## src/rtl/ct_mat_pkg.sv

```systemverilog
// Shared matrix-unit constants, tile-size widths and load-sequencer state encoding.
// Latency: n/a (types and constants only).
// Backpressure: n/a.
package ct_mat_pkg;

    localparam int SIZE_K_WIDTH   = 16;
    localparam int SIZE_M_WIDTH   = 8;
    localparam int SIZE_N_WIDTH   = 8;
    localparam int MAT_ADDR_WIDTH = 40;

    typedef enum logic [1:0] {
        LD_IDLE  = 2'd0,
        LD_ISSUE = 2'd1,
        LD_DONE  = 2'd2
    } ldSeqState_e;

    // Row count of a load: the B operand walks N rows, A/C operands walk M rows.
    function automatic logic [SIZE_M_WIDTH-1:0] selRowCnt(
        input logic                    useN,
        input logic [SIZE_M_WIDTH-1:0] sizeM,
        input logic [SIZE_N_WIDTH-1:0] sizeN
    );
        return useN ? sizeN : sizeM;
    endfunction

endpackage

```

## src/rtl/ct_mat_lsu_ld_row_seq.sv

```systemverilog
// Matrix load row sequencer: snapshots tile sizes/base/stride on issue, emits one LSU row request per row.
// Latency: first request one cycle after sel; done pulse one cycle after the last row handshake.
// Backpressure: request payload held while req_vld & !req_rdy; flush aborts at any point.
//
// Ports:
//   forever_cpuclk, cpurst_b                  clock, async active-low reset
//   idu_mat_rf_ld_*                           issue strobe plus base, stride, operand select, iid
//   x_sizeK / x_sizeM / x_sizeN               configured tile sizes (sampled only on issue)
//   rtu_yy_xx_flush                           pipeline flush, overrides everything
//   mat_lsu_req_* / lsu_mat_req_rdy           row request channel to the LSU (valid/ready)
//   mat_idu_ld_busy, mat_idu_ld_done_*        occupancy and completion report to the IDU
module ct_mat_lsu_ld_row_seq
    import ct_mat_pkg::*;
#(
    parameter int ADDR_WIDTH = MAT_ADDR_WIDTH,
    parameter int IID_WIDTH  = 7
) (
    input  logic                    forever_cpuclk,
    input  logic                    cpurst_b,
    input  logic                    idu_mat_rf_ld_sel,
    input  logic [ADDR_WIDTH-1:0]   idu_mat_rf_ld_base,
    input  logic [ADDR_WIDTH-1:0]   idu_mat_rf_ld_stride,
    input  logic                    idu_mat_rf_ld_use_n,
    input  logic [IID_WIDTH-1:0]    idu_mat_rf_ld_iid,
    input  logic [SIZE_K_WIDTH-1:0] x_sizeK,
    input  logic [SIZE_M_WIDTH-1:0] x_sizeM,
    input  logic [SIZE_N_WIDTH-1:0] x_sizeN,
    input  logic                    rtu_yy_xx_flush,
    input  logic                    lsu_mat_req_rdy,
    output logic                    mat_lsu_req_vld,
    output logic [ADDR_WIDTH-1:0]   mat_lsu_req_addr,
    output logic [SIZE_K_WIDTH-1:0] mat_lsu_req_bytes,
    output logic [SIZE_M_WIDTH-1:0] mat_lsu_req_row,
    output logic                    mat_lsu_req_last,
    output logic [IID_WIDTH-1:0]    mat_lsu_req_iid,
    output logic                    mat_idu_ld_busy,
    output logic                    mat_idu_ld_done_vld,
    output logic [IID_WIDTH-1:0]    mat_idu_ld_done_iid,
    output logic                    mat_idu_ld_done_empty
);

    ldSeqState_e             curState;
    ldSeqState_e             nextState;

    logic [ADDR_WIDTH-1:0]   curAddr;
    logic [ADDR_WIDTH-1:0]   snapStride;
    logic [IID_WIDTH-1:0]    snapIid;
    logic [SIZE_K_WIDTH-1:0] snapBytes;
    logic [SIZE_M_WIDTH-1:0] snapRows;
    logic [SIZE_M_WIDTH-1:0] rowIdx;
    logic                    snapEmpty;

    logic [SIZE_M_WIDTH-1:0] issueRows;
    logic                    issuing;
    logic                    lastRow;
    logic                    reqHs;
    logic                    startLoad;
    logic                    zeroLoad;
    logic                    advance;

    assign issueRows = selRowCnt(idu_mat_rf_ld_use_n, x_sizeM, x_sizeN);
    assign issuing   = (curState == LD_ISSUE);
    // snapRows is never 0 while issuing, so the subtraction cannot underflow.
    assign lastRow   = (rowIdx == (snapRows - 8'd1));
    assign reqHs     = issuing & lsu_mat_req_rdy;

    //------------------------------------------------------------------
    // Next-state and datapath-enable decode
    //------------------------------------------------------------------
    always_comb begin
        nextState = curState;
        startLoad = 1'b0;
        zeroLoad  = 1'b0;
        advance   = 1'b0;
        case (curState)
            LD_IDLE: begin
                // sel while busy is an IDU protocol error and is simply not decoded.
                if (idu_mat_rf_ld_sel) begin
                    if ((issueRows == '0) || (x_sizeK == '0)) begin
                        nextState = LD_DONE;
                        zeroLoad  = 1'b1;
                    end else begin
                        nextState = LD_ISSUE;
                        startLoad = 1'b1;
                    end
                end
            end
            LD_ISSUE: begin
                if (reqHs) begin
                    if (lastRow) begin
                        nextState = LD_DONE;
                    end else begin
                        advance = 1'b1;
                    end
                end
            end
            LD_DONE: begin
                nextState = LD_IDLE;
            end
            default: begin
                nextState = LD_IDLE;
            end
        endcase
        // Flush beats a same-cycle sel and a same-cycle final handshake.
        if (rtu_yy_xx_flush) begin
            nextState = LD_IDLE;
            startLoad = 1'b0;
            zeroLoad  = 1'b0;
            advance   = 1'b0;
        end
    end

    always_ff @(posedge forever_cpuclk or negedge cpurst_b) begin
        if (!cpurst_b) begin
            curState <= LD_IDLE;
        end else begin
            curState <= nextState;
        end
    end

    //------------------------------------------------------------------
    // Snapshot registers, row counter and address accumulator
    //------------------------------------------------------------------
    always_ff @(posedge forever_cpuclk or negedge cpurst_b) begin
        if (!cpurst_b) begin
            curAddr    <= '0;
            snapStride <= '0;
            snapIid    <= '0;
            snapBytes  <= '0;
            snapRows   <= '0;
            rowIdx     <= '0;
            snapEmpty  <= 1'b0;
        end else if (startLoad) begin
            curAddr    <= idu_mat_rf_ld_base;
            snapStride <= idu_mat_rf_ld_stride;
            snapIid    <= idu_mat_rf_ld_iid;
            snapBytes  <= x_sizeK;
            snapRows   <= issueRows;
            rowIdx     <= '0;
            snapEmpty  <= 1'b0;
        end else if (zeroLoad) begin
            snapIid    <= idu_mat_rf_ld_iid;
            snapEmpty  <= 1'b1;
        end else if (advance) begin
            // Wraps modulo 2^ADDR_WIDTH by construction of the register width.
            curAddr    <= curAddr + snapStride;
            rowIdx     <= rowIdx + 8'd1;
        end
    end

    //------------------------------------------------------------------
    // Outputs: decoded from state so an async reset clears them at once,
    // and payload reads zero outside the states that own it.
    //------------------------------------------------------------------
    assign mat_lsu_req_vld       = issuing;
    assign mat_lsu_req_addr      = issuing ? curAddr   : '0;
    assign mat_lsu_req_bytes     = issuing ? snapBytes : '0;
    assign mat_lsu_req_row       = issuing ? rowIdx    : '0;
    assign mat_lsu_req_last      = issuing & lastRow;
    assign mat_lsu_req_iid       = issuing ? snapIid   : '0;
    assign mat_idu_ld_busy       = (curState != LD_IDLE);
    assign mat_idu_ld_done_vld   = (curState == LD_DONE);
    assign mat_idu_ld_done_iid   = (curState == LD_DONE) ? snapIid : '0;
    assign mat_idu_ld_done_empty = (curState == LD_DONE) & snapEmpty;

endmodule

```

## config.mk

```make
export PLATFORM = sky130hd
export DESIGN_NAME = ct_mat_lsu_ld_row_seq
export DESIGN_NICKNAME = d
export VERILOG_FILES = /design/src/rtl/ct_mat_pkg.sv /design/src/rtl/ct_mat_lsu_ld_row_seq.sv
export SDC_FILE = /design/constraint.sdc
export NUM_CORES = 1
export LEC_CHECK = 0
export CORE_MARGIN = 5
export CORE_UTILIZATION = 45
export DETAILED_ROUTE_END_ITERATION = 16
export GPL_TIMING_DRIVEN = 0
export PLACE_DENSITY = 0.77
export SLEW_MARGIN = 20
export SYNTH_ARGS = -nofsm -noshare
export SYNTH_HDL_FRONTEND = slang
export SYNTH_SLANG_ARGS = --single-unit
```

## constraint.sdc

```tcl
create_clock -name forever_cpuclk -period 2.6 [get_ports forever_cpuclk]
set_input_delay 0.26 -clock forever_cpuclk [delete_from_list [all_inputs] [get_ports forever_cpuclk]]
set_output_delay 0.26 -clock forever_cpuclk [all_outputs]
set_load 0.005 [all_outputs]
```

==> flow_summary_export.csv <==
group,metric,value,unit
outcome,status,"complete, but fails checks",
outcome,violations,"setup timing",
floorplanning,num_rows,49,
global_routing,first_global_vias,8212,
power,p_leak,5.46,nW
timing,layout_min_cycle_time,2.86,ns
power,total_power,13.6,mW
finish,final_core_util,68.1,%
power,p_int,7.91,mW
clock_tree,root_buffer,"clkbuf_16",
yosys,synth_flop_cell,"dfrtp_1",
worst_setup_path,worstPathMaxFanout,4,
yosys,syn_area_per_cell,8.07,um2
clock_tree,clk_pin_slew,0.06,ns
timing,setup_viol,12,
worst_hold_path,min_path_type,"input port to flop",
yosys,syn_nets,1168,
worst_setup_path,r2r-start,"curAddr[29]$_DFFE_PN0P_",
yosys,syn-cell-area,0.00808,mm2
route,drtIter0Drc,638,
timing,worstMarginPinSlew,0.772,ns
yosys,synthTopCellsByArea,"dfrtp_1, nand2_1, ha_1",
route,wire_per_inst,18.5,um
worst_hold_path,min_from,"idu_mat_rf_ld_stride[30]",
clock_tree,cts_inserted_buffers,17,
timing,maxSlewViolCount,0,
clock_tree,tritoncts,"yes",
global_routing,grt_use_met2,43.9,%
power,p_seq_share,23.1,%
floorplanning,core-area,0.0178,mm2
timing,timing.final.crit_share,110,%
clock_tree,clk_latency,0.43,ns
finish,area_growth,50.4,%
power,ir_worst_vdd,0.552,mV
yosys,yosysTopAreaCell,"dfrtp_1",
route,drt_wl_total,28.0,mm
global_routing,grt_start_max_net_pins,74,
timing,max_freq,349,MHz
timing,fin_hold_ws,0.353,ns
worst_setup_path,crit_type,"flop to flop",
floorplanning,die-area,0.0207,mm2
placed_design,dp_slack,-0.954,ns
route,antenna_left,0,
timing,final.setup.worst_slack,-0.263,ns
finish,drive_gt1_share,16.7,%
yosys,ys_async_sr_fraction,100,%
worst_setup_path,cp-end-kind,"flop",
yosys,post-synth-top-area-fraction,37.8,%
worst_setup_path,cp.required,2.95,ns
yosys,synth_seq_cells,122,
yosys,yosysSeqAreaShare,37.8,%
floorplanning,dieWidth,144,um
global_routing,grt_overflow_total,0,
floorplanning,start_util,45.3,%
route,drc,0,
global_routing,antenna_found_initial,0,
finish,stdcell_count,1513,
route,vias_per_cell,5.53,
global_routing,track_usage,25.7,%
floorplanning,ioPinCount,208,
placed_design,portBuffers,207,
floorplanning,die_y,144,um
global_routing,use_met1,32.5,%
yosys,synth_cell_types,66,
power,p_sw,5.67,mW
placed_design,dpl.hpwl,19.3,mm
timing,hold_viol_final,0,
timing,slew_headroom,48.5,%
power,switching_share,41.7,%
route,vias,8361,
worst_setup_path,reg2reg_depth,13,
yosys,synth_common_cells,"nand2_1, dfrtp_1, and2_1, nor2_1, a21oi_1",
worst_setup_path,startpoint_type,"flop",
finish,insertedDiodeCount,0,
yosys,synth_most_common_cell,"nand2_1",
global_routing,grt_pass1_wl,41.9,mm
placed_design,post-place-cells,1438,
yosys,yosys_warnings,0,
power,combPwrFrac,57.6,%
global_routing,grtUsageMet3,4.60,%
worst_setup_path,reg2reg_slack,-0.26,ns
worst_hold_path,holdPathEnd,"snapStride[30]$_DFFE_PN0P_",
power,clkPwrFrac,19.2,%
clock_tree,ctsHtreeMaxLevel,4,
yosys,synth_edf_count,0,
timing,worst_clock_skew,0.0103,ns
finish,fill_cells,1368,
placed_design,gp_congestion,0.926,
power,powerDensity,1120,mW/mm2
flow_run,max_cap_violations,0,
finish,nets,1438,
global_routing,top_usage_layer,"met2",
yosys,netlist_instances,1001,
worst_setup_path,arrival,3.21,ns
route,firstDrtPassIters,6,
worst_hold_path,min_path_cells,3,
clock_tree,cts.sinks,122,
worst_setup_path,r2r-end,"curAddr[36]$_DFFE_PN0P_",
timing,rsz0062_at_grt,"yes",
clock_tree,cts_buffer_depth,2,
## state kept, by name, indices dropped and copies added (netlist names)
| name | flops |
|---|---|
| snapStride | 40 |
| snapRows | 8 |
| curAddr | 40 |
| rowIdx | 8 |
| snapBytes | 16 |
| curState | 2 |
| snapIid | 7 |
| snapEmpty | 1 |
## power groups by stage
stage	Sequential (mW)	Combinational (mW)	Clock, mW
after floorplan	2.88	4.40	0
after CTS	3.08	7.07	2.62
after global placement	3.05	5.95	0
after detailed placement	3.07	6.02	0
after global routing	3.21	8.51	2.71
final	3.14	7.82	2.61
## worst max-delay path by stage
stage	start	to	slack, ns	depth (start not counted)
floorplan	curAddr[0]$_DFFE_PN0P_	curAddr[36]$_DFFE_PN0P_	-0.008	12
global placement	cpurst_b	curAddr[4]$_DFFE_PN0P_	-3.64	1
detailed placement	x_sizeN[3]	curAddr[25]$_DFFE_PN0P_	-0.95	8
CTS	curAddr[0]$_DFFE_PN0P_	curAddr[36]$_DFFE_PN0P_	-0.22	12
global route	curAddr[0]$_DFFE_PN0P_	curAddr[36]$_DFFE_PN0P_	-0.32	12
finish	curAddr[29]$_DFFE_PN0P_	curAddr[36]$_DFFE_PN0P_	-0.26	13
## cell type report
type	count	area [um2]	area share (%)
Tap cell	229	287	2.36
Multi-Input combinational cell	801	5250	43.2
Clock inverter	15	213	1.75
Timing Repair Buffer	260	2540	20.9
Inverter	24	93.8	0.772
Clock buffer	17	425	3.50
Sequential cell	122	3060	25.2
Buffer	45	285	2.35
## logic make-up after synthesis
| kind of cell | synth area share, % |
|---|---|
| multiplexers | 1.41 |
| flip-flops | 37.8 |
| AO/OA/AOI/OAI | 17.1 |
| AND/OR/NAND/NOR | 27.8 |
| adder cells (fa/ha/maj) | 6.60 |
| buffers and inverters | 4.06 |
| XOR/XNOR | 5.30 |
## critical path: stages, from the launching register on
cell and delay [ns]:
dfrtp_1 0.46, ha_4 0.33, nand4_1 0.18, buf_4 0.20, buf_4 0.13, buf_4 0.13, buf_4 0.12, buf_4 0.12
buf_4 0.13, nor2_4 0.09, nand3_1 0.08, o211ai_1 0.27, mux2_4 0.33, a211oi_2 0.21
## what timing repair did
action | 4_1_cts | 5_1_grt
gates resized for setup | 84 | 85
pin swaps | 37 | 31
hold endpoints to repair | 72 | 0
endpoints found under the setup margin | 184 | 162
buffers inserted | 36 | 14
cloned | 0 | 1
hold buffers | 1 | 0
## per-layer routing
metal	routed length, um	vias to the layer above
li1	-	3991
met1	11700	3928
met2	13600	377
met3	1890	65
met4	725	0
met5	0	-
## metrics by stage
| step | cell area, um2 | setup TNS, ns |
|---|---|---|
| 3_5_place_dp | 10500 | -74.91 |
| 2_1_floorplan | 8120 | -0.00792 |
| 4_1_cts | 11800 | -0.910 |
| 6_report | 12200 | -1.45 |
| 3_3_place_gp | 10500 | -513.63 |
| 5_1_grt | 12200 | -2.86 |
## placed cells by master (no fill, tap or decap), types with 6 or more instances in the layout
master / netlist / final
a21oi_2: 0 / 7
buf_6: 0 / 8
clkbuf_2: 0 / 18
and2_1: 79 / 79
dfrtp_1: 122 / 118
nor4_1: 8 / 6
nor3_1: 11 / 8
nand3_1: 20 / 16
a21o_1: 29 / 29
ha_1: 41 / 22
xor2_1: 25 / 23
o211ai_1: 8 / 8
and3_1: 8 / 7
ha_4: 0 / 16
nand4_1: 9 / 9
inv_6: 0 / 6
clkbuf_1: 38 / 7
inv_1: 24 / 20
xnor2_1: 22 / 22
clkdlybuf4s50_1: 0 / 205
a31oi_1: 11 / 9
o21ai_0: 34 / 28
o21ai_1: 3 / 6
o22ai_1: 29 / 28
nand2_1: 244 / 244
mux2i_1: 8 / 8
a21oi_1: 60 / 52
clkbuf_16: 0 / 18
buf_4: 3 / 49
nor2_1: 76 / 72
No activity file was read; power rests on OpenSTA's default activity.
